$ cat src/rtl/rob_unit.sv
// Eight-entry reorder buffer: in-order allocation at the expected tail, result
// capture from the CDB, and in-order retirement of ready entries from the head.
module rob_unit #(
  parameter int DATA_W = 32,
  parameter int REG_AW = 5
) (
  input  logic              clk,
  input  logic              rst_n,
  input  logic              start,
  input  logic              alloc_valid,
  input  logic [2:0]        alloc_idx,
  input  logic [2:0]        alloc_op,
  input  logic [REG_AW-1:0] alloc_dest,
  input  logic              cdb_valid,
  input  logic [2:0]        cdb_tag,
  input  logic [DATA_W-1:0] cdb_value,
  input  logic              commit_stall,
  input  logic [2:0]        rd_idx0,
  input  logic [2:0]        rd_idx1,
  output logic              rd_ready0,
  output logic              rd_ready1,
  output logic [DATA_W-1:0] rd_value0,
  output logic [DATA_W-1:0] rd_value1,
  output logic [7:0]        busy_rb,
  output logic              commit_valid,
  output logic [2:0]        commit_op,
  output logic [REG_AW-1:0] commit_dest,
  output logic [DATA_W-1:0] commit_value,
  output logic [2:0]        rob_head,
  output logic [3:0]        rob_count,
  output logic              alloc_err
);

  logic [7:0]        busy_q;
  logic [7:0]        ready_q;
  logic [2:0]        op_q    [8];
  logic [REG_AW-1:0] dest_q  [8];
  logic [DATA_W-1:0] value_q [8];
  logic [2:0]        head_q;
  logic [2:0]        tail_q;
  logic [3:0]        count_q;

  logic alloc_ok;
  logic alloc_bad;
  logic cdb_ok;
  logic commit_ok;

  // alloc_valid and cdb_valid are single-cycle requests with no back-pressure,
  // sampled on every rising edge; commit_stall is the downstream not-ready, and
  // a retire transfers only on an edge where commit_stall is low.
  always_comb begin
    alloc_ok  = alloc_valid && !busy_q[alloc_idx] && (alloc_idx == tail_q);
    alloc_bad = alloc_valid && !alloc_ok;
    cdb_ok    = cdb_valid && busy_q[cdb_tag] && !ready_q[cdb_tag];
    commit_ok = busy_q[head_q] && ready_q[head_q] && !commit_stall;
  end

  always_ff @(posedge clk) begin
    if (!rst_n || !start) begin
      busy_q       <= 8'h00;
      ready_q      <= 8'h00;
      head_q       <= 3'd0;
      tail_q       <= 3'd0;
      count_q      <= 4'd0;
      commit_valid <= 1'b0;
      commit_op    <= 3'd0;
      commit_dest  <= '0;
      commit_value <= '0;
      alloc_err    <= 1'b0;
    end else begin
      if (alloc_ok) begin
        busy_q[alloc_idx]  <= 1'b1;
        ready_q[alloc_idx] <= 1'b0;
        op_q[alloc_idx]    <= alloc_op;
        dest_q[alloc_idx]  <= alloc_dest;
        tail_q             <= tail_q + 3'd1;
      end
      if (alloc_bad) begin
        alloc_err <= 1'b1;
      end
      // The CDB checks pre-edge busy, so a same-cycle alloc to its tag drops it.
      if (cdb_ok) begin
        ready_q[cdb_tag] <= 1'b1;
        value_q[cdb_tag] <= cdb_value;
      end
      commit_valid <= commit_ok;
      if (commit_ok) begin
        busy_q[head_q]  <= 1'b0;
        ready_q[head_q] <= 1'b0;
        head_q          <= head_q + 3'd1;
        commit_op       <= op_q[head_q];
        commit_dest     <= dest_q[head_q];
        commit_value    <= value_q[head_q];
      end
      count_q <= count_q + {3'd0, alloc_ok} - {3'd0, commit_ok};
    end
  end

  assign rd_ready0 = busy_q[rd_idx0] & ready_q[rd_idx0];
  assign rd_ready1 = busy_q[rd_idx1] & ready_q[rd_idx1];
  assign rd_value0 = value_q[rd_idx0];
  assign rd_value1 = value_q[rd_idx1];
  assign busy_rb   = busy_q;
  assign rob_head  = head_q;
  assign rob_count = count_q;

endmodule

$ cat config.mk
export PLATFORM = sky130hd
export DESIGN_NAME = rob_unit
export DESIGN_NICKNAME = d
export VERILOG_FILES = /design/src/rtl/rob_unit.sv
export SDC_FILE = /design/constraint.sdc
export NUM_CORES = 1
export LEC_CHECK = 0
export BUFFER_PORTS_ARGS = -buffer_cell sky130_fd_sc_hd__buf_4
export CORE_MARGIN = 2
export CORE_UTILIZATION = 40
export DETAILED_ROUTE_END_ITERATION = 6
export GPL_TIMING_DRIVEN = 1
export PLACE_DENSITY = 0.64
export SYNTH_ARGS = -nofsm -noshare
export SYNTH_HDL_FRONTEND = slang
export SYNTH_SLANG_ARGS = --single-unit
export TNS_END_PERCENT = 10
$ cat constraint.sdc
create_clock -name clk -period 10.15 [get_ports clk]
set_input_delay 1.015 -clock clk [delete_from_list [all_inputs] [get_ports clk]]
set_output_delay 1.015 -clock clk [all_outputs]
set_load 0.05 [all_outputs]
==> results of run 1 <==
[worst min path at each step]
stage,from,to,cells past startpoint
after floorplan,ready_q[1]$_SDFF_PP0_,ready_q[1]$_SDFF_PP0_,2
after global placement,commit_op[2]$_SDFFE_PP0N_,commit_op[2]$_SDFFE_PP0N_,2
after detailed placement,commit_value[17]$_SDFFE_PP0N_,commit_value[17]$_SDFFE_PP0N_,2
after CTS,alloc_err$_SDFFE_PP0P_,alloc_err$_SDFFE_PP0P_,2
after global routing,commit_value[9]$_SDFFE_PP0N_,commit_value[9]$_SDFFE_PP0N_,2
final,alloc_err$_SDFFE_PP0P_,alloc_err$_SDFFE_PP0P_,2
[state kept, by name, indices dropped and copies added (netlist names)]
register and cells:
ready_q 8, dest_q 40, commit_op 3, commit_dest 5, alloc_err 1, busy_rb 8, op_q 24, commit_value 32
commit_valid 1, value_q 256, tail_q 3, rob_head 3, rob_count 4
[stage by stage]
step	util, %	total power [uW]
finish	47.7	3650
global route	47.7	3760
CTS	47.7	3690
detailed placement	44.5	2050
global placement	44.5	2050
floorplan	-	1950
[synthesized netlist by cell type (all sizes together), types with 4 or more instances]
| master | number |
|---|---|
| nand2 | 102 |
| or4 | 6 |
| nor3 | 5 |
| mux4 | 215 |
| a21oi | 10 |
| mux2i | 47 |
| dfxtp | 68 |
| o211ai | 5 |
| edfxtp | 320 |
| mux2 | 108 |
| inv | 13 |
| nand3 | 14 |
| nand2b | 4 |
| nor2 | 15 |
| o21ai | 12 |
| clkbuf | 58 |
| buf | 32 |
| a21boi | 5 |
| ha | 6 |
| xnor2 | 5 |
| o41ai | 6 |
[worst min-delay path: stages, from the launching register on]
cell and delay (ns):
dfxtp_1 0.31, inv_1 0.05, a21oi_1 0.05
[cell families (layout without fill, tap and decap cells)]
kind of cell             after synthesis  after routing
AO/OA/AOI/OAI                         59             59
other                                  0              1
XOR/XNOR                               6              6
flip-flops                           388            388
adder cells (fa/ha/maj)                7              7
multiplexers                         370            370
AND/OR/NAND/NOR                      176            176
buffers and inverters                104            295
[per-layer routing]
layer  GRT usage [%]  routed length (microns)  up-vias
li1                -                        -     4916
met1            27.1                    20800     6026
met2            33.1                    24500      395
met3            4.33                     3250       79
met4            5.63                     1190        4
met5               0                       23        -
[cell type report]
| cell class | count | area, sq um |
|---|---|---|
| Sequential cell | 388 | 11000 |
| Fill cell | 4052 | 25000 |
| Antenna cell | 1 | 2.50 |
| Clock buffer | 58 | 1210 |
| Inverter | 14 | 52.6 |
| Clock inverter | 24 | 279 |
| Tap cell | 615 | 769 |
| Multi-Input combinational cell | 618 | 7980 |
| Timing Repair Buffer | 199 | 1490 |
[power groups by stage]
stage / combinational (uW) / clock (uW) / sequential [uW]
after floorplan: 192 / 0 / 1760
after global routing: 308 / 1730 / 1720
after detailed placement: 294 / 0 / 1750
after global placement: 292 / 0 / 1750
after CTS: 295 / 1670 / 1720
final: 291 / 1640 / 1720
==> results.ini, run 1 <==
[worst_setup_path]
reg2regPathDepth = 10
crit_buf_inv = 3
critPathKind = in2out
crit_top_cell = buf_4
path_max_fanout = 42
reg2reg_slack_ns = 6.06
crit_cells = 5
critPathTopFamily = buffers and inverters
cp-start-kind = primary input
crit_start = rd_idx0[0]
crit_path_end_kind = output pin
cp_slowest_cell = buf_4
worstReg2RegEnd = rob_count[1]$_SDFF_PP0_
cp.required_ns = 9.14
cp_cell_sequence = buf_4 > buf_4 > mux4_2 > mux2_2 > buf_4
r2r_start = rob_head[0]$_SDFFE_PP0N_
cp.arrival_ns = 3.42
crit_end = rd_value0[3]
critPathMaxStageDelay_ns = 0.78

[yosys]
postSynthNetCount = 1175
async_reset_ff_share_pct = 0
synthTopCellsByArea = edfxtp_1 (50%), mux4_2 (25%), dfxtp_1 (7.0%)
synthAdderAreaFrac_pct = 0.492
syn_inst = 1110
synth_compound_area_share_pct = 2.16
synthFlopType = edfxtp_1
yosysWarnings = 0
ys_ff_latch = 388
synth_mux_area_share_pct = 33.8
synth_edf_count = 320
ys_types = 56
synthSimpleGateAreaFrac_pct = 4.29
synth_top_family_by_area = multiplexers
yosysTopAreaCell = edfxtp_1
synth_xor_area_share_pct = 0.272
seq_area_frac_synth_pct = 56.8
syn-mean-instance-area_sq_um = 17.4
synth_top_area_share_pct = 49.8
syn_area_sq_um = 19300

[global_routing]
grt_max_degree = 67
grt.overflow.total = 0
antenna_found_initial = 3
grt_pass1_wl_mm = 74.8
grt_use_total_pct = 20.1
grt_pass1_vias = 11794

[timing]
fin_skew_ns = 0.0189
setup_viol_count_final = 0
fin_tns_setup_ns = 0
rsz0062_at_grt = no
hold_ws_ns = 0.455
max-slew-margin-rel_pct = 28.7
slew_viol_final = 0
worstMarginPinSlew_ns = 1.07
worst_slack_ns = 5.71
max_freq_ghz = 0.225
min_period_ns = 4.44
fin_crit_sh_pct = 43.7
hold_viol_final = 0

[final_layout]
nets = 1330
drive_gt1_share_pct = 46.9
mostFrequentLayoutCells = edfxtp_1 (320), mux4_2 (215), buf_4 (199), mux2_2 (107), nand2_1 (102)
syn_to_final_growth_pct = 17.9
final_area_sq_um = 22800
finalNonFillerCells = 1917
layout_commonest_cell = edfxtp_1

[clocking]
cts_buffer_depth = 3
cts.clk_slew.worst_paths_ns = 0.06
cts.sink_count = 388
htree_levels = 2
cts-hold-fix-buffers = 0
cts_root_buf = clkbuf_16
cts_tree = yes
cts_buffers = 44
postCtsSetupBuffers = 0
postCtsResizedCells = 0
clock_latency_ns = 0.57

[placement]
dp_slack_ns = 5.63
placed_area_sq_um = 21300
port_buffers = 180
dp_hpwl_mm = 29.7
dp_cells = 1834
place_congestion = 0.792

[power]
power_frac_clock_pct = 44.9
p_per_area_nw_per_um2 = 160
p_comb_share_pct = 8.0
ir_drop_mv = 0.102
netSwitchingFraction_pct = 22.5
p_leak_uw = 0.00769
p_int_uw = 2830
seq_power_share_pct = 47.2
switchingPower_uw = 822

[routing]
drt_iter0_drc = 898
drt-pass1-iter-count = 7
wl_mm = 49.8
final_antenna_net_count = 0
via_per_inst = 5.96
num_vias = 11420
routedWlPerCell_microns = 26.0
drcViolationCount = 0

[floorplan]
die-width_microns = 224
core_sq_um = 47700
io_pins = 181
fp.dieH_microns = 224
initial_utilization_pct = 40.5
dieArea_sq_um = 50100
core.rowCount = 80

[hold_path]
hold_path.class = reg2reg

[job]
drv_cap = 0

[status]
status = finished, final reports clean

(Power assumes the default switching activity.)
==> run 2, diff against run 1 <==
--- a/config.mk
+++ b/config.mk
@@ -10,7 +10,7 @@
 export CORE_UTILIZATION = 40
 export DETAILED_ROUTE_END_ITERATION = 6
 export GPL_TIMING_DRIVEN = 1
-export PLACE_DENSITY = 0.64
+export PLACE_DENSITY = 0.66
 export SYNTH_ARGS = -nofsm -noshare
 export SYNTH_HDL_FRONTEND = slang
 export SYNTH_SLANG_ARGS = --single-unit
==> constraint.sdc (replaced) <==
create_clock -name clk -period 4 [get_ports clk]
set_input_delay 0.4 -clock clk [delete_from_list [all_inputs] [get_ports clk]]
set_output_delay 0.4 -clock clk [all_outputs]
set_load 0.05 [all_outputs]
==> run 2 against run 1 <==
First-iteration DRC count is 20% higher. Via count is 0.92% higher. Die area stayed put. Critical path depth is 1 lower. Clock skew is 0.0047 ns higher. Register-to-register slack worse by 4.9 ns. Utilization is 0.073 points higher. Cell area is 0.15% higher. Non-clock buffer count is 12 higher. Final cell count is 0.47% higher. Largest power group unchanged.
==> results.ini, run 2 (synthesized netlist as in run 1, its figures left out) <==
[timing]
hold_viol_final = 0  ; unchanged
fin_crit_sh_pct = 70.8
worstMarginPinSlew_ns = 1.11  ; was 1.07 ns
rsz0062_at_grt = no  ; unchanged
min_period_ns = 2.83
worst_slack_ns = 1.17  ; was 5.71 ns
max_freq_ghz = 0.353
fin_skew_ns = 0.0236  ; was 0.0189 ns
slew_viol_final = 0  ; unchanged
max-slew-margin-rel_pct = 25.7  ; was 28.7%
setup_viol_count_final = 0  ; unchanged

[global_routing]
use_met1_pct = 27.7  ; was 27.1%
grt_max_degree = 84  ; was 67
grt_pass1_wl_mm = 76.0  ; was 74.8 mm
gr-usage-met2_pct = 34.4  ; was 33.1%
grt_use_total_pct = 20.4  ; was 20.1%
antenna_found_initial = 2  ; was 3
grt_pass1_vias = 11871  ; was 11,794
busiest_layer = met2  ; unchanged
met3_usage_pct = 3.38  ; was 4.33%
grt.overflow.total = 0  ; unchanged

[power]
p_comb_share_pct = 8.5  ; was 8.0%
netSwitchingFraction_pct = 23.4  ; was 22.5%
ir_drop_mv = 0.283  ; was 0.102 mV
p_leak_uw = 0.00771  ; was 0.00769 uW
power_frac_clock_pct = 43.0  ; was 44.9%
seq_power_share_pct = 48.5  ; was 47.2%
p_int_uw = 6890  ; was 2830 uW
p_per_area_nw_per_um2 = 395  ; was 160 nW/um^2
switchingPower_uw = 2110  ; was 822 uW

[worst_setup_path]
cp-start-kind = flip-flop  ; was primary input
reg2reg_slack_ns = 1.17  ; was 6.06 ns
critPathKind = reg2reg  ; was in2out
crit_path_end_kind = flip-flop  ; was output pin
path_max_fanout = 17  ; was 42
cp.arrival_ns = 3.02  ; was 3.42 ns
cp.required_ns = 4.18  ; was 9.14 ns

[floorplan]
io_pins = 181  ; unchanged
fp.dieH_microns = 224  ; unchanged
initial_utilization_pct = 40.5  ; unchanged
core_sq_um = 47700  ; unchanged
core.rowCount = 80  ; unchanged
die-width_microns = 224  ; unchanged
dieArea_sq_um = 50100  ; unchanged

[placement]
dp_slack_ns = 0.925  ; was 5.63 ns
port_buffers = 180  ; unchanged
placed_area_sq_um = 21400  ; was 21,300 sq um
dp_hpwl_mm = 31.9  ; was 29.7 mm
place_congestion = 0.879  ; was 0.792

[final_layout]
reg_top3 = value_q x256, dest_q x40, commit_value x32  ; unchanged
drive_gt1_share_pct = 47.0  ; was 46.9%
nets = 1341  ; was 1,330
final_area_sq_um = 22800  ; about the same
mostFrequentLayoutCells = edfxtp_1 (320), mux4_2 (215), buf_4 (207), mux2_2 (107), nand2_1 (102)  ; was edfxtp_1 (320), mux4_2 (215), buf_4 (199), mux2_2 (107), nand2_1 (102)
largest_register = value_q  ; unchanged
syn_to_final_growth_pct = 18.1  ; was 17.9%
final_core_util_pct = 47.8  ; was 47.7%
layout_commonest_cell = edfxtp_1  ; unchanged
largest_register_ffs = 256  ; unchanged

[routing]
final_antenna_net_count = 0  ; unchanged
num_vias = 11525  ; was 11,420
wl_mm = 50.7  ; was 49.8 mm
routedWlPerCell_microns = 26.3  ; was 26.0 microns
drt_iter0_drc = 1076  ; was 898
drcViolationCount = 0  ; unchanged
drt-pass1-iter-count = 5  ; was 7
via_per_inst = 5.98  ; was 5.96

[clocking]
clock_latency_ns = 0.57  ; about the same
cts_tree = yes  ; unchanged
cts-hold-fix-buffers = 0  ; unchanged
cts_root_buf = clkbuf_16  ; unchanged
cts_buffer_depth = 3  ; unchanged
postCtsSetupBuffers = 0  ; unchanged
cts.sink_count = 388  ; unchanged
htree_levels = 2  ; unchanged
postCtsResizedCells = 0  ; unchanged
cts.clk_slew.worst_paths_ns = 0.06  ; about the same
cts_buffers = 43  ; was 44

[hold_path]
hold_path.class = in2reg  ; was reg2reg

[job]
drv_cap = 0  ; unchanged

[status]
status = finished, final reports clean  ; unchanged

## run 2: changes by cell type in the layout (fill, tap and decap cells not counted), sizes merged
| cell | change |
|---|---|
| clkbuf | -11 |
| buf | +12 |
| inv | -1 |
| bufinv | -2 |
| clkinv | +11 |
## run 2: worst paths after layout
| check | endpoint | from | cells after the start |
|---|---|---|---|
| worst min-delay path | value_q[2][21]$_DFFE_PP_ | cdb_value[21] | 1 |
| worst max-delay path | op_q[3][1]$_DFFE_PP_ | busy_rb[2]$_SDFF_PP0_ | 4 |
| worst min register to register | alloc_err$_SDFFE_PP0P_ | alloc_err$_SDFFE_PP0P_ | 2 |
| worst max register to register | op_q[3][1]$_DFFE_PP_ | busy_rb[2]$_SDFF_PP0_ | 4 |
## run 2: area by class of cell
type                            instances  area, sq um
Fill cell                            3951        24900
Sequential cell                       388        11000
Multi-Input combinational cell        618         7990
Timing Repair Buffer                  211         1630
Clock buffer                           47         1090
Tap cell                              615          769
Clock inverter                         32          289
Inverter                               14         52.6
Antenna cell                            1         2.50
## run 2: critical path, cell delays in order (launching register included)
cell,delay (ns)
dfxtp_1,0.41
mux4_2,0.51
mux2_4,0.37
or4_1,0.56
nor2_1,0.60
## run 2: power groups by stage
| stage | Combinational (uW) | Sequential (uW) | Clock (uW) |
|---|---|---|---|
| 2_1_floorplan | 486 | 4460 | 0 |
| 3_3_place_gp | 762 | 4450 | 0 |
| 3_5_place_dp | 767 | 4450 | 0 |
| 4_1_cts | 770 | 4370 | 3980 |
| 5_1_grt | 801 | 4360 | 4130 |
| 6_report | 762 | 4370 | 3880 |
## run 2: through the flow
| step | hold slack, ns | setup TNS [ns] | cells | total power, uW |
|---|---|---|---|---|
| finish | 0.0598 | 0 | 1926 | 9000 |
| global route | 0.0371 | 0 | 1926 | 9300 |
| CTS | 0.0330 | 0 | 1925 | 9110 |
| detailed placement | 0.445 | 0 | 1846 | 5220 |
| global placement | 0.438 | 0 | 1846 | 5210 |
| floorplan | 0.461 | -41.32 | 1110 | 4940 |
## run 2: metal layers
metal | vias up | wire, microns
li1 | 4938 | -
met1 | 6046 | 20700
met2 | 471 | 25700
met3 | 68 | 3270
met4 | 2 | 1050
met5 | - | 13
